===== src/rtl/joy_db15_tx.sv =====
// DB15 joystick serialiser: presents {joystick2, joystick1} to an external reader
// that strobes joy_load low to latch and then clocks the bits out on joy_clk.
`timescale 1ns/1ps

module joy_db15_tx #(
    parameter int SYNC_STAGES = 2,
    parameter bit ACTIVE_LOW  = 1'b1
) (
    input  logic        clk_sys,
    input  logic        reset_n,
    input  logic        joy_clk,
    input  logic        joy_load,
    input  logic [15:0] joystick1,
    input  logic [15:0] joystick2,
    output logic        joy_data,
    output logic [5:0]  bit_cnt,
    output logic        frame_done
);

    typedef enum logic {
        ST_LOAD  = 1'b0,
        ST_SHIFT = 1'b1
    } state_t;

    localparam logic        IDLE      = ACTIVE_LOW;
    localparam logic [31:0] IDLE_FILL = {32{IDLE}};
    localparam logic [5:0]  CNT_MAX   = 6'd32;

    logic [SYNC_STAGES-1:0] clk_sync;
    logic [SYNC_STAGES-1:0] load_sync;
    logic                   sclk;
    logic                   sload;
    logic                   sclk_prev;
    logic                   sclk_rise;
    state_t                 state;

    logic [31:0] shift_reg;
    logic [31:0] shift_next;
    logic [5:0]  cnt_next;
    logic        done_next;

    assign sclk  = clk_sync[SYNC_STAGES-1];
    assign sload = load_sync[SYNC_STAGES-1];

    // Synchronisers and edge history reset high so releasing reset never looks like an edge.
    always_ff @(posedge clk_sys or negedge reset_n) begin
        if (!reset_n) begin
            clk_sync  <= '1;
            load_sync <= '1;
            sclk_prev <= 1'b1;
        end else begin
            clk_sync  <= {clk_sync[SYNC_STAGES-2:0], joy_clk};
            load_sync <= {load_sync[SYNC_STAGES-2:0], joy_load};
            sclk_prev <= sclk;
        end
    end

    always_comb begin
        state      = state_t'(sload);
        sclk_rise  = sclk & ~sclk_prev;
        shift_next = shift_reg;
        cnt_next   = bit_cnt;
        done_next  = 1'b0;
        case (state)
            ST_LOAD: begin
                // Load wins over a coincident shift clock.
                shift_next = {joystick2, joystick1} ^ IDLE_FILL;
                cnt_next   = '0;
            end
            ST_SHIFT: begin
                if (sclk_rise) begin
                    shift_next = {IDLE, shift_reg[31:1]};
                    if (bit_cnt != CNT_MAX) begin
                        cnt_next  = bit_cnt + 6'd1;
                        done_next = (bit_cnt == CNT_MAX - 6'd1);
                    end
                end
            end
            default: begin
                shift_next = shift_reg;
            end
        endcase
    end

    // joy_data tracks the next bit 0 so it lands in the same cycle as the shift.
    always_ff @(posedge clk_sys or negedge reset_n) begin
        if (!reset_n) begin
            shift_reg  <= IDLE_FILL;
            joy_data   <= IDLE;
            bit_cnt    <= '0;
            frame_done <= 1'b0;
        end else begin
            shift_reg  <= shift_next;
            joy_data   <= shift_next[0];
            bit_cnt    <= cnt_next;
            frame_done <= done_next;
        end
    end

endmodule


===== config.mk =====
export PLATFORM = sky130hd
export DESIGN_NAME = joy_db15_tx
export DESIGN_NICKNAME = d
export VERILOG_FILES = /design/src/rtl/joy_db15_tx.sv
export SDC_FILE = /design/constraint.sdc
export NUM_CORES = 1
export LEC_CHECK = 0
export BUFFER_PORTS_ARGS = -buffer_cell sky130_fd_sc_hd__buf_2
export CORE_MARGIN = 3
export CORE_UTILIZATION = 54
export CTS_CLUSTER_SIZE = 8
export DETAILED_ROUTE_END_ITERATION = 16
export PLACE_DENSITY = 0.79
export SYNTH_ARGS = -nofsm -noshare
export SYNTH_HDL_FRONTEND = slang
export SYNTH_SLANG_ARGS = --single-unit

===== constraint.sdc =====
create_clock -name clk_sys -period 1.7 [get_ports clk_sys]
set_clock_uncertainty 0.15 [all_clocks]
set_input_delay 0.255 -clock clk_sys [delete_from_list [all_inputs] [get_ports clk_sys]]
set_output_delay 0.255 -clock clk_sys [all_outputs]
set_load 0.01 [all_outputs]

==> results.md <==
Cells and area:
- The fraction of final layout cells with drive strength greater than 1 is 0.408.
- The number of antenna diodes in the final layout is 0.
- The net count of the finished layout is 270.
- The area growth from synthesis to layout is 35.5%.
- The register with the most flip-flops in the layout has 32 of them.
- Counting the fill cells in the layout gives 217.
- For this run, the share of the core covered by cells in the final layout is 0.800.
- Leaving out fill and tap cells, the most frequent cell in the layout is sky130_fd_sc_hd__mux2i_1.
- The library cells used most frequently in the layout, excluding fill and tap cells, are 65 x sky130_fd_sc_hd__mux2i_1, 43 x sky130_fd_sc_hd__buf_2, 37 x sky130_fd_sc_hd__dfstp_2.

Drt:
- The via density per instance is 5.27.
- The sum of routed wire length over all layers is 4.22 mm.
- The initial detailed-routing violation count is 67.
- The number of remaining DRC errors is 0.
- The first detailed-routing pass ran for 4 iterations.
- Dividing the detail-routed wire length by the instance count gives 15.1 microns.
- The total via count after detailed routing is 1469.
- The number of antenna-violating nets in the routed design is 0.

Synthesis:
- Yosys printed 0 warnings.
- Synthesis handed over a netlist of 150 instances.
- The sequential cell area fraction in the yosys report is 0.556.
- sky130_fd_sc_hd__dfstp_2 takes more of the synthesized area than any other cell.
- The compound-cell area share of the yosys netlist is 0.0285.
- Of the total synthesized cell area, the portion taken by AND, OR, NAND and NOR gates is 0.0582.
- Yosys attributes the largest share of cell area to sky130_fd_sc_hd__dfstp_2 47%, sky130_fd_sc_hd__mux2i_1 32%, sky130_fd_sc_hd__dfrtp_1 8.5%.
- Counting every net in the synthesized netlist gives 188.
- Of the total synthesized cell area, the portion taken by full adders, half adders and majority gates is 0.0121.
- The register bit total from synthesis is 44.
- The largest family of logic cells by synthesized area is multiplexers.
- The post-synthesis average cell area is 13.8 sq um.
- Of the total synthesized cell area, the portion taken by XOR and XNOR cells is 0.
- In this run the cell area of the synthesized design comes to 0.00206 sq mm.
- The share of synthesized area in the top cell type comes to 0.471.
- The number of distinct library cell variants in the gate-level netlist after synthesis is 27.
- The mux cell area share after synthesis is 0.315.

Power:
- Cell internal power was estimated by the tool at 1.81 mW.
- The net switching share of the total power is 0.236.
- The share of total power dissipated in the clock network is 0.297.
- The worst-case IR drop observed on VDD is 0.712 mV.
- The analysis attributes to cell leakage a power of 1.43 nW.
- The share of total power dissipated in sequential elements is 0.544.
- The switching power is 556 uW.
- The cell area power density is 845 mW/mm^2.
- The power share of the combinational group is 0.159.

Die:
- In this run the count of I/O pins placed on the die edge is 44.
- The chip height is 67.8 microns.
- The total core area is 0.00349 sq mm.
- The floorplan step defined a die boundary enclosing 0.00460 sq mm.
- The die extent in x is 67.8 microns.
- For this configuration, the core starts out at a cell density of 0.591.
- The cell row count is 21.

STA:
- The number of max-slew violations in the final report is 0.
- The top achievable clock speed is 634 MHz.
- The headroom to the max-slew limit is 0.652.
- The number of hold violations in the final report was 0.
- Setup repair after global routing left no endpoint under its margin.
- After routing, the total negative slack on setup checks comes to 0 ps.
- The minimum clock period is 1580 ps.
- The number of failing setup endpoints in the final timing report is 0.
- The slew of the pin with the lowest slew margin is 522 ps.
- The post-route fraction of the period consumed by the critical path is 0.928.

Global routing:
- The global router's overall resource usage is 0.220.
- The number of antenna violations at the first check in global routing is 0.
- The number of global-route vias before repair was 1575.
- Entering global routing, the biggest net connects 45 pins.
- Summed over all layers, the global routing overflow is 0.
- The global-route wire length before repair is 7.28 mm.

Worst setup path:
- The worst setup path is of the reg2reg kind.
- The critical path goes through nand2b_4 > buf_4 > mux2i_1 > mux2i_1.
- The critical path's largest stage delay is 540 ps.
- The element type at the critical path end is a register.
- The data arrival time of the critical path is 1640 ps.
- The slowest stage of the critical path belongs to the cell sky130_fd_sc_hd__dfstp_2.
- The kind of cell with the highest combined delay along the critical path is flip-flops.
- At the worst endpoint, the required time is 1760 ps.
- The buffer and inverter count on the worst path is 1.
- Along the worst path, the maximum fanout reaches 11.
- The sort of element at the start of the critical path is a register.
- Counting stages on the worst path, the most repeated cell is sky130_fd_sc_hd__mux2i_1.

Min path:
- The path category of the worst min-delay check is reg2reg.

Placement:
- The final weighted congestion of routability-driven global placement is 0.788.
- Detailed placement finished with a half-perimeter wire length of 2.58 mm.
- The count of input and output buffers is 43.

Clocking:
- The number of CTS-inserted buffers is 5.
- The number of sinks driven by the clock tree is 44.
- After clock tree synthesis, the clock-pin slew on the worst setup and hold paths is 80 ps.
- TritonCTS built the clock tree.
- The clock reaches the later pin of the worst-skew pair after 300 ps.
- After clock tree synthesis, the setup repair step added 0 buffers.
- In this run the clock root is driven by a sky130_fd_sc_hd__clkbuf_8.
- The buffer levels on the longest clock path is 2.
- The maximum level of the CTS H-tree is 2.

Run status:
- The flow ran to the end, and the final reports show no timing, DRC or antenna violations.

Run:
- The max-cap check violation count is 0.
==> synth_stat cells <==
cell type,number
sky130_fd_sc_hd__nand2b_4,1
sky130_fd_sc_hd__clkbuf_1,1
sky130_fd_sc_hd__and3_1,2
sky130_fd_sc_hd__a21boi_1,1
sky130_fd_sc_hd__nor4b_1,1
sky130_fd_sc_hd__buf_4,2
sky130_fd_sc_hd__nand3_1,2
sky130_fd_sc_hd__nand4b_1,1
sky130_fd_sc_hd__buf_6,1
sky130_fd_sc_hd__mux2i_1,65
sky130_fd_sc_hd__dfstp_2,37
sky130_fd_sc_hd__a21o_1,1
sky130_fd_sc_hd__o32ai_1,1
sky130_fd_sc_hd__dfrtp_1,7
sky130_fd_sc_hd__nor2_1,1
sky130_fd_sc_hd__nand2_1,5
sky130_fd_sc_hd__nor3_1,1
sky130_fd_sc_hd__o31ai_1,1
sky130_fd_sc_hd__buf_2,5
sky130_fd_sc_hd__ha_1,2
sky130_fd_sc_hd__nand2b_1,2
sky130_fd_sc_hd__nand4_1,2
sky130_fd_sc_hd__nor2b_1,1
sky130_fd_sc_hd__inv_1,2
sky130_fd_sc_hd__o21ai_0,2
sky130_fd_sc_hd__a32oi_1,2
sky130_fd_sc_hd__or4_1,1
==> worst paths after layout <==
| path | from | to | slack (ps) | depth (start not counted) |
|---|---|---|---|---|
| worst min register to register | load_sync[0]$_DFF_PN1_ | load_sync[1]$_DFF_PN1_ | 210 | 0 |
| worst min-delay path | load_sync[0]$_DFF_PN1_ | load_sync[1]$_DFF_PN1_ | 210 | 0 |
| worst max-delay path | sclk_prev$_DFF_PN1_ | shift_reg[11]$_DFFE_PN1P_ | 120 | 4 |
| worst max register to register | sclk_prev$_DFF_PN1_ | shift_reg[11]$_DFFE_PN1P_ | 120 | 4 |
| min in group asynchronous | reset_n | bit_cnt[0]$_DFFE_PN0P_ | 410 | 3 |
| max in group asynchronous | reset_n | shift_reg[20]$_DFFE_PN1P_ | 630 | 3 |
==> power by group through the flow <==
stage | logic, mW | clock network [mW] | registers [mW]
global placement | 0.291 | 0 | 1.29
detailed placement | 0.309 | 0 | 1.30
CTS | 0.371 | 0.719 | 1.28
floorplan | 0.204 | 0 | 1.28
global route | 0.418 | 0.761 | 1.30
finish | 0.375 | 0.702 | 1.29
==> what timing repair did <==
| item | in CTS | in global routing |
|---|---|---|
| gates resized for setup | 0 | 1 |
| hold endpoints to repair | 40 | 1 |
| hold buffers | 34 | 1 |
| endpoints found under the setup margin | 0 | 3 |
==> metrics by stage <==
| step | total power, mW | cell area [sq um] | std cells | worst slack, ps | hold slack [ps] |
|---|---|---|---|---|---|
| 2_1_floorplan | 1.49 | 2060 | 150 | 139 | -191 |
| 3_5_place_dp | 1.61 | 2340 | 236 | 88.7 | 199 |
| 3_3_place_gp | 1.59 | 2340 | 236 | 194 | 196 |
| 5_1_grt | 2.48 | 2800 | 279 | 50.3 | 218 |
| 4_1_cts | 2.37 | 2780 | 278 | 80.5 | 14.3 |
| 6_report | 2.36 | 2800 | 279 | 123 | 210 |
==> layout make-up <==
class | instances | area (sq um) | share of cell area
sequential | 44 | 1150 | 0.410
multi-input combinational | 95 | 861 | 0.308
timing repair buffer | 84 | 623 | 0.223
clock buffer | 8 | 100 | 0.0358
tap | 46 | 57.6 | 0.0206
inverter | 2 | 7.51 | 0.00268
==> worst register-to-register path, delay by kind of cell (launching register included) <==
family                 cells  cell delay (ps)
buffers and inverters      1              230
flip-flops                 1              540
multiplexers               2              410
AND/OR/NAND/NOR            1              180
==> layer usage <==
layer  up-vias  GRT usage  share of wire
li1        709          -              -
met1       710      0.261           0.43
met2        38      0.373           0.50
met3        12     0.0722          0.046
met4         0     0.0819          0.023
met5         -          0              0
==> cell families (layout without fill, tap and decap cells) <==
family	Yosys count	after routing
mux	65	65
flops	44	44
simple gates	20	20
buf+inv	11	94
compound gates	8	8
fa+ha+maj	2	2
No activity file was read; power rests on OpenSTA's default activity.
